## config.mk

```make
export PLATFORM = sky130hd
export DESIGN_NAME = branch_offset_unit
export DESIGN_NICKNAME = d
export VERILOG_FILES = /design/src/rtl/branch_offset_unit_pkg.sv /design/src/rtl/branch_offset_unit_extend.sv /design/src/rtl/branch_offset_unit.sv
export SDC_FILE = /design/constraint.sdc
export NUM_CORES = 1
export LEC_CHECK = 0
export ABC_AREA = 1
export BUFFER_PORTS_ARGS = -buffer_cell sky130_fd_sc_hd__buf_2
export CORE_ASPECT_RATIO = 1.1
export CORE_MARGIN = 5
export CORE_UTILIZATION = 40
export DETAILED_ROUTE_END_ITERATION = 10
export PLACE_DENSITY_LB_ADDON = 0.25
export SLEW_MARGIN = 20
export SYNTH_ARGS = -nofsm -noshare
export SYNTH_HDL_FRONTEND = slang
export SYNTH_SLANG_ARGS = --single-unit
export TNS_END_PERCENT = 20
```

## constraint.sdc

```tcl
create_clock -name CLK -period 2.5 [get_ports CLK]
set_input_delay 0.25 -clock CLK [delete_from_list [all_inputs] [get_ports CLK]]
set_output_delay 0.25 -clock CLK [all_outputs]
set_load 0.005 [all_outputs]
```

## src/rtl/branch_offset_unit_pkg.sv

```systemverilog
// Shared constants for the branch/jump target path; decode reuses the
// extension-mode encoding so both sides agree on what in_signed means.
package branch_offset_unit_pkg;

  localparam int unsigned DEFAULT_IN_W  = 8;
  localparam int unsigned DEFAULT_OUT_W = 32;
  localparam int unsigned DEFAULT_SHIFT = 2;

  typedef enum logic {
    EXT_ZERO = 1'b0,
    EXT_SIGN = 1'b1
  } ext_mode_e;

endpackage

```

## src/rtl/branch_offset_unit_extend.sv

```systemverilog
// Combinational offset extension (sign or zero) followed by a left shift
// that turns a word offset into a byte offset.
module offset_extend
  import branch_offset_unit_pkg::*;
#(
  parameter int unsigned IN_W  = DEFAULT_IN_W,
  parameter int unsigned OUT_W = DEFAULT_OUT_W,
  parameter int unsigned SHIFT = DEFAULT_SHIFT
) (
  input  logic [IN_W-1:0]  offset_i,
  input  ext_mode_e        mode_i,
  output logic [OUT_W-1:0] ext_o
);

  logic [OUT_W-1:0] wide;

  // Widen the raw field, filling the upper bits with the sign when requested.
  // The OR-mask form avoids a zero-width replication when OUT_W == IN_W.
  always_comb begin
    wide = '0;
    wide[IN_W-1:0] = offset_i;
    if (mode_i == EXT_SIGN && offset_i[IN_W-1]) begin
      wide = wide | ({OUT_W{1'b1}} << IN_W);
    end
    ext_o = wide << SHIFT;
  end

endmodule

```

## src/rtl/branch_offset_unit.sv

```systemverilog
// Two-stage branch/jump target generator: stage 1 holds the extended offset
// and base PC, stage 2 holds the sum and wrap flag. Valid/ready handshake
// with back-pressure (no skid buffer) and a flush that squashes everything.
module branch_offset_unit
  import branch_offset_unit_pkg::*;
#(
  parameter int unsigned IN_W  = DEFAULT_IN_W,
  parameter int unsigned OUT_W = DEFAULT_OUT_W,
  parameter int unsigned SHIFT = DEFAULT_SHIFT
) (
  input  logic             CLK,
  input  logic             RESET,
  input  logic             in_valid,
  output logic             in_ready,
  input  logic [IN_W-1:0]  in_offset,
  input  logic             in_signed,
  input  logic [OUT_W-1:0] in_pc,
  input  logic             flush,
  output logic             out_valid,
  input  logic             out_ready,
  output logic [OUT_W-1:0] out_ext,
  output logic [OUT_W-1:0] out_target,
  output logic             out_wrap
);

  if (IN_W < 1) begin : g_bad_in_w
    $error("branch_offset_unit: IN_W must be at least 1");
  end
  if (OUT_W < IN_W + SHIFT) begin : g_bad_out_w
    $error("branch_offset_unit: OUT_W must be >= IN_W + SHIFT");
  end

  logic             s1_valid_q, s1_valid_d;
  logic [OUT_W-1:0] s1_ext_q, s1_ext_d;
  logic [OUT_W-1:0] s1_pc_q, s1_pc_d;
  logic             s1_signed_q, s1_signed_d;

  logic             s2_valid_q, s2_valid_d;
  logic [OUT_W-1:0] s2_ext_q, s2_ext_d;
  logic [OUT_W-1:0] s2_target_q, s2_target_d;
  logic             s2_wrap_q, s2_wrap_d;

  logic [OUT_W-1:0] ext_in;
  logic [OUT_W+1:0] sum;
  logic [1:0]       ext_hi;
  logic             s1_adv, s2_adv;

  offset_extend #(
    .IN_W  (IN_W),
    .OUT_W (OUT_W),
    .SHIFT (SHIFT)
  ) u_extend (
    .offset_i (in_offset),
    .mode_i   (ext_mode_e'(in_signed)),
    .ext_o    (ext_in)
  );

  // Exact sum in OUT_W+2 bits. Zero-extended operands can only set bit OUT_W
  // (the carry); sign-extended ones set bit OUT_W+1 when negative, so one
  // OR of the top two bits covers both wrap rules.
  always_comb begin
    ext_hi = s1_signed_q ? {2{s1_ext_q[OUT_W-1]}} : 2'b00;
    sum    = {2'b00, s1_pc_q} + {ext_hi, s1_ext_q};
  end

  assign s2_adv   = !s2_valid_q || out_ready;
  assign s1_adv   = !s1_valid_q || s2_adv;
  assign in_ready = s1_adv;

  // Next-state for both stages; flush clears valids and leaves data stale.
  always_comb begin
    s1_valid_d  = s1_valid_q;
    s1_ext_d    = s1_ext_q;
    s1_pc_d     = s1_pc_q;
    s1_signed_d = s1_signed_q;
    s2_valid_d  = s2_valid_q;
    s2_ext_d    = s2_ext_q;
    s2_target_d = s2_target_q;
    s2_wrap_d   = s2_wrap_q;
    if (flush) begin
      s1_valid_d = 1'b0;
      s2_valid_d = 1'b0;
    end else begin
      if (s1_adv) begin
        s1_valid_d = in_valid;
        if (in_valid) begin
          s1_ext_d    = ext_in;
          s1_pc_d     = in_pc;
          s1_signed_d = in_signed;
        end
      end
      if (s2_adv) begin
        s2_valid_d = s1_valid_q;
        if (s1_valid_q) begin
          s2_ext_d    = s1_ext_q;
          s2_target_d = sum[OUT_W-1:0];
          s2_wrap_d   = sum[OUT_W+1] | sum[OUT_W];
        end
      end
    end
  end

  // Pipeline registers with synchronous reset to all-zero.
  always_ff @(posedge CLK) begin
    if (RESET) begin
      s1_valid_q  <= 1'b0;
      s1_ext_q    <= '0;
      s1_pc_q     <= '0;
      s1_signed_q <= 1'b0;
      s2_valid_q  <= 1'b0;
      s2_ext_q    <= '0;
      s2_target_q <= '0;
      s2_wrap_q   <= 1'b0;
    end else begin
      s1_valid_q  <= s1_valid_d;
      s1_ext_q    <= s1_ext_d;
      s1_pc_q     <= s1_pc_d;
      s1_signed_q <= s1_signed_d;
      s2_valid_q  <= s2_valid_d;
      s2_ext_q    <= s2_ext_d;
      s2_target_q <= s2_target_d;
      s2_wrap_q   <= s2_wrap_d;
    end
  end

  assign out_valid  = s2_valid_q;
  assign out_ext    = s2_ext_q;
  assign out_target = s2_target_q;
  assign out_wrap   = s2_wrap_q;

endmodule
```

==> flow_metrics.env <==
export IMPL_critPathMaxFanout=25
export IMPL_track_usage_pct=18.28
export IMPL_nNetsFinal=982
export IMPL_cts_tree="built"
export IMPL_yosysTopAreaCellShare_pct=32.07
export IMPL_syn_to_final_growth_pct=16.25
export IMPL_vias=5050
export IMPL_p_per_area_nw_per_um2=544.7
export IMPL_netlist_area_um2=5368
export IMPL_critPathKind="reg2reg"
export IMPL_clock_fmax_mhz=466.9
export IMPL_place_area_um2=5916
export IMPL_die_area_um2=15840
export IMPL_drc=0
export IMPL_clock_latency_ns=0.35
export IMPL_cts_root_buf="clkbuf_16"
export IMPL_drv_slew=0
export IMPL_tns_ns=0
export IMPL_setup_violations_final=0
export IMPL_hp_class="in2reg"
export IMPL_outcome="finished, final reports clean"
export IMPL_grt_pass1_wl_um=23490
export IMPL_grt_setup_unrepaired="false"
export IMPL_vias_per_cell=4.715
export IMPL_use_met2_pct=28.58
export IMPL_nFillCells=1417
export IMPL_portBuffers=110
export IMPL_vdd_drop_max_mv=0.3839
export IMPL_dp_hpwl_um=11130
export IMPL_cp_start_kind="flop"
export IMPL_place_inst=1055
export IMPL_synth_most_common_cell="nor2_1"
export IMPL_leakage_nw=3.348
export IMPL_fin_ws_ns=0.3582
export IMPL_synthDistinctLibCells=41
export IMPL_grt_start_max_net_pins=41
export IMPL_start_util_pct=40.79
export IMPL_totalWireLength_um=14330
export IMPL_drive_above_1_share_pct=20.11
export IMPL_drv_cap=0
export IMPL_place_gp_congestion=0.9440
export IMPL_rows=44
export IMPL_stdcell_count=1071
export IMPL_syn_area_per_cell_um2=6.530
export IMPL_hold_slack_ns=0.1494
export IMPL_finalInstanceArea_um2=6240
export IMPL_grt_util_met1_pct=24.76
export IMPL_synth_async_reset_ratio_pct=0
export IMPL_antenna_cells=0
export IMPL_grtUsageMet3_pct=4.944
export IMPL_ios=113
export IMPL_ctsHtreeMaxLevel=3
export IMPL_clk_pin_slew_ns=0.06
export IMPL_fin_crit_sh_pct=85.67
export IMPL_place_ws_ns=0.3590
export IMPL_synthCells=822
export IMPL_ys_seq_area_share_pct=32.07
export IMPL_synth_area_leaders="dfxtp_1 32%, nor2_1 13%, nand2_1 10%"
export IMPL_wl_per_cell_um=13.38
export IMPL_cp_end_kind="flop"
export IMPL_cts_inserted_buffers=9
export IMPL_clock_sinks=86
export IMPL_cts_setup_buffers=0
export IMPL_timing_final_crit_period_ns=2.142
export IMPL_crit_arrival_ns=2.38
export IMPL_yosys_top_cells_count="188 x nor2_1, 145 x nand2_1, 86 x dfxtp_1"
export IMPL_dieWidth_um=120.5
export IMPL_ys_warn_count=0
export IMPL_final_setup_skew_ns=0.007786
export IMPL_overflow=0
export IMPL_antenna_left=0
export IMPL_worst_ep_required_time_ns=2.74
export IMPL_synth_edf_count=0
export IMPL_clockBufferDepth=2
export IMPL_top_usage_layer="met2"
export IMPL_drt_iter0_drc=184
export IMPL_dieHeight_um=131.5
export IMPL_firstDrtPassIters=5
export IMPL_antenna_found_initial=0
export IMPL_cts_resized=0
export IMPL_yosys_area_top_type="dfxtp_1"
export IMPL_hold_viol=0
export IMPL_ys_seq_elements=86
export IMPL_synthFlopType="dfxtp_1"
export IMPL_core_area_um2=13160
export IMPL_postCtsHoldBufs=0
export IMPL_first_global_vias=4696
==> report_power, final <==
part           internal (mW)  switching, mW
Clock                  0.904          0.552
Combinational          0.181          0.278
Sequential              1.44         0.0426
Total                   2.53          0.873
==> placed cells by master, fill, tap and decap left out, types with 2 or more instances in the layout <==
cell       Yosys  layout
nor3_2         3       2
nand2_1      145     145
nand3_1       39      39
a21oi_1       36      36
nor2_1       188     188
inv_2          6       6
clkbuf_16      0       9
nor2_2        11      11
nand3_2        3       3
dfxtp_1       86      86
nor2_4         2       2
xnor2_1        3       3
buf_2          6     110
xor2_1        11      11
inv_1         83      83
nand2_2       17      17
ha_1          30      30
o21bai_1       9       9
bufinv_16      0       2
conb_1         1       2
buf_4         23       9
nor3_1         7       7
o21ai_0       72      72
o21ai_1        2       2
a21o_1         4       4
a21oi_2        3       3
==> metrics by stage <==
stage	util [%]	total power, mW
global route	47.42	3.572
detailed placement	44.96	1.975
finish	47.42	3.399
floorplan	-	1.830
CTS	47.42	3.439
global placement	44.96	1.971
==> layout make-up <==
cell class	instances	area, µm²	area share (%)
inverter	90	337.8	5.414
clock inverter	5	81.33	1.303
clock buffer	11	242.7	3.890
multi-input combinational	598	3017	48.35
timing repair buffer	120	638.1	10.23
tap	161	201.4	3.228
sequential	86	1722	27.59
==> critical path, stage by stage (launching register included) <==
cell     delay [ns]
dfxtp_1        0.32
buf_12         0.16
ha_1           0.39
a21oi_1        0.29
o21ai_0        0.21
a21oi_2        0.24
nor2_1         0.06
nor2_1         0.12
a21oi_1        0.08
nor2_1         0.11
nor2_1         0.04
==> state kept, by name, indices dropped and copies added (netlist names) <==
name and count:
out_valid 1, out_ext 9, s1_ext_q 9, s1_signed_q 1, out_wrap 1, out_target 32, s1_valid_q 1, s1_pc_q 32
==> routing by layer <==
| layer | wire length [µm] | part of all wire (%) |
|---|---|---|
| met3 | 777 | 5.4 |
| met1 | 6927 | 48 |
| met4 | 227 | 1.6 |
| met2 | 6395 | 45 |
| met5 | 0 | 0 |
==> final timing paths <==
| kind | startpoint | to | slack (ns) | cells after the start |
|---|---|---|---|---|
| min reg2reg | s1_signed_q | s1_signed_q | 0.47 | 2 |
| min | in_offset[4] | s1_ext_q[6] | 0.15 | 3 |
| max reg2reg | s1_ext_q[30] | out_target[30] | 0.36 | 10 |
| max | s1_ext_q[30] | out_target[30] | 0.36 | 10 |
==> logic make-up after synthesis <==
group	share of synthesized area, %
AO/OA/AOI/OAI	13.17
XOR/XNOR	2.284
flip-flops	32.07
adder cells (fa/ha/maj)	7.366
other	0.06986
AND/OR/NAND/NOR	33.12
buffers and inverters	11.91
(Power assumes the default switching activity.)
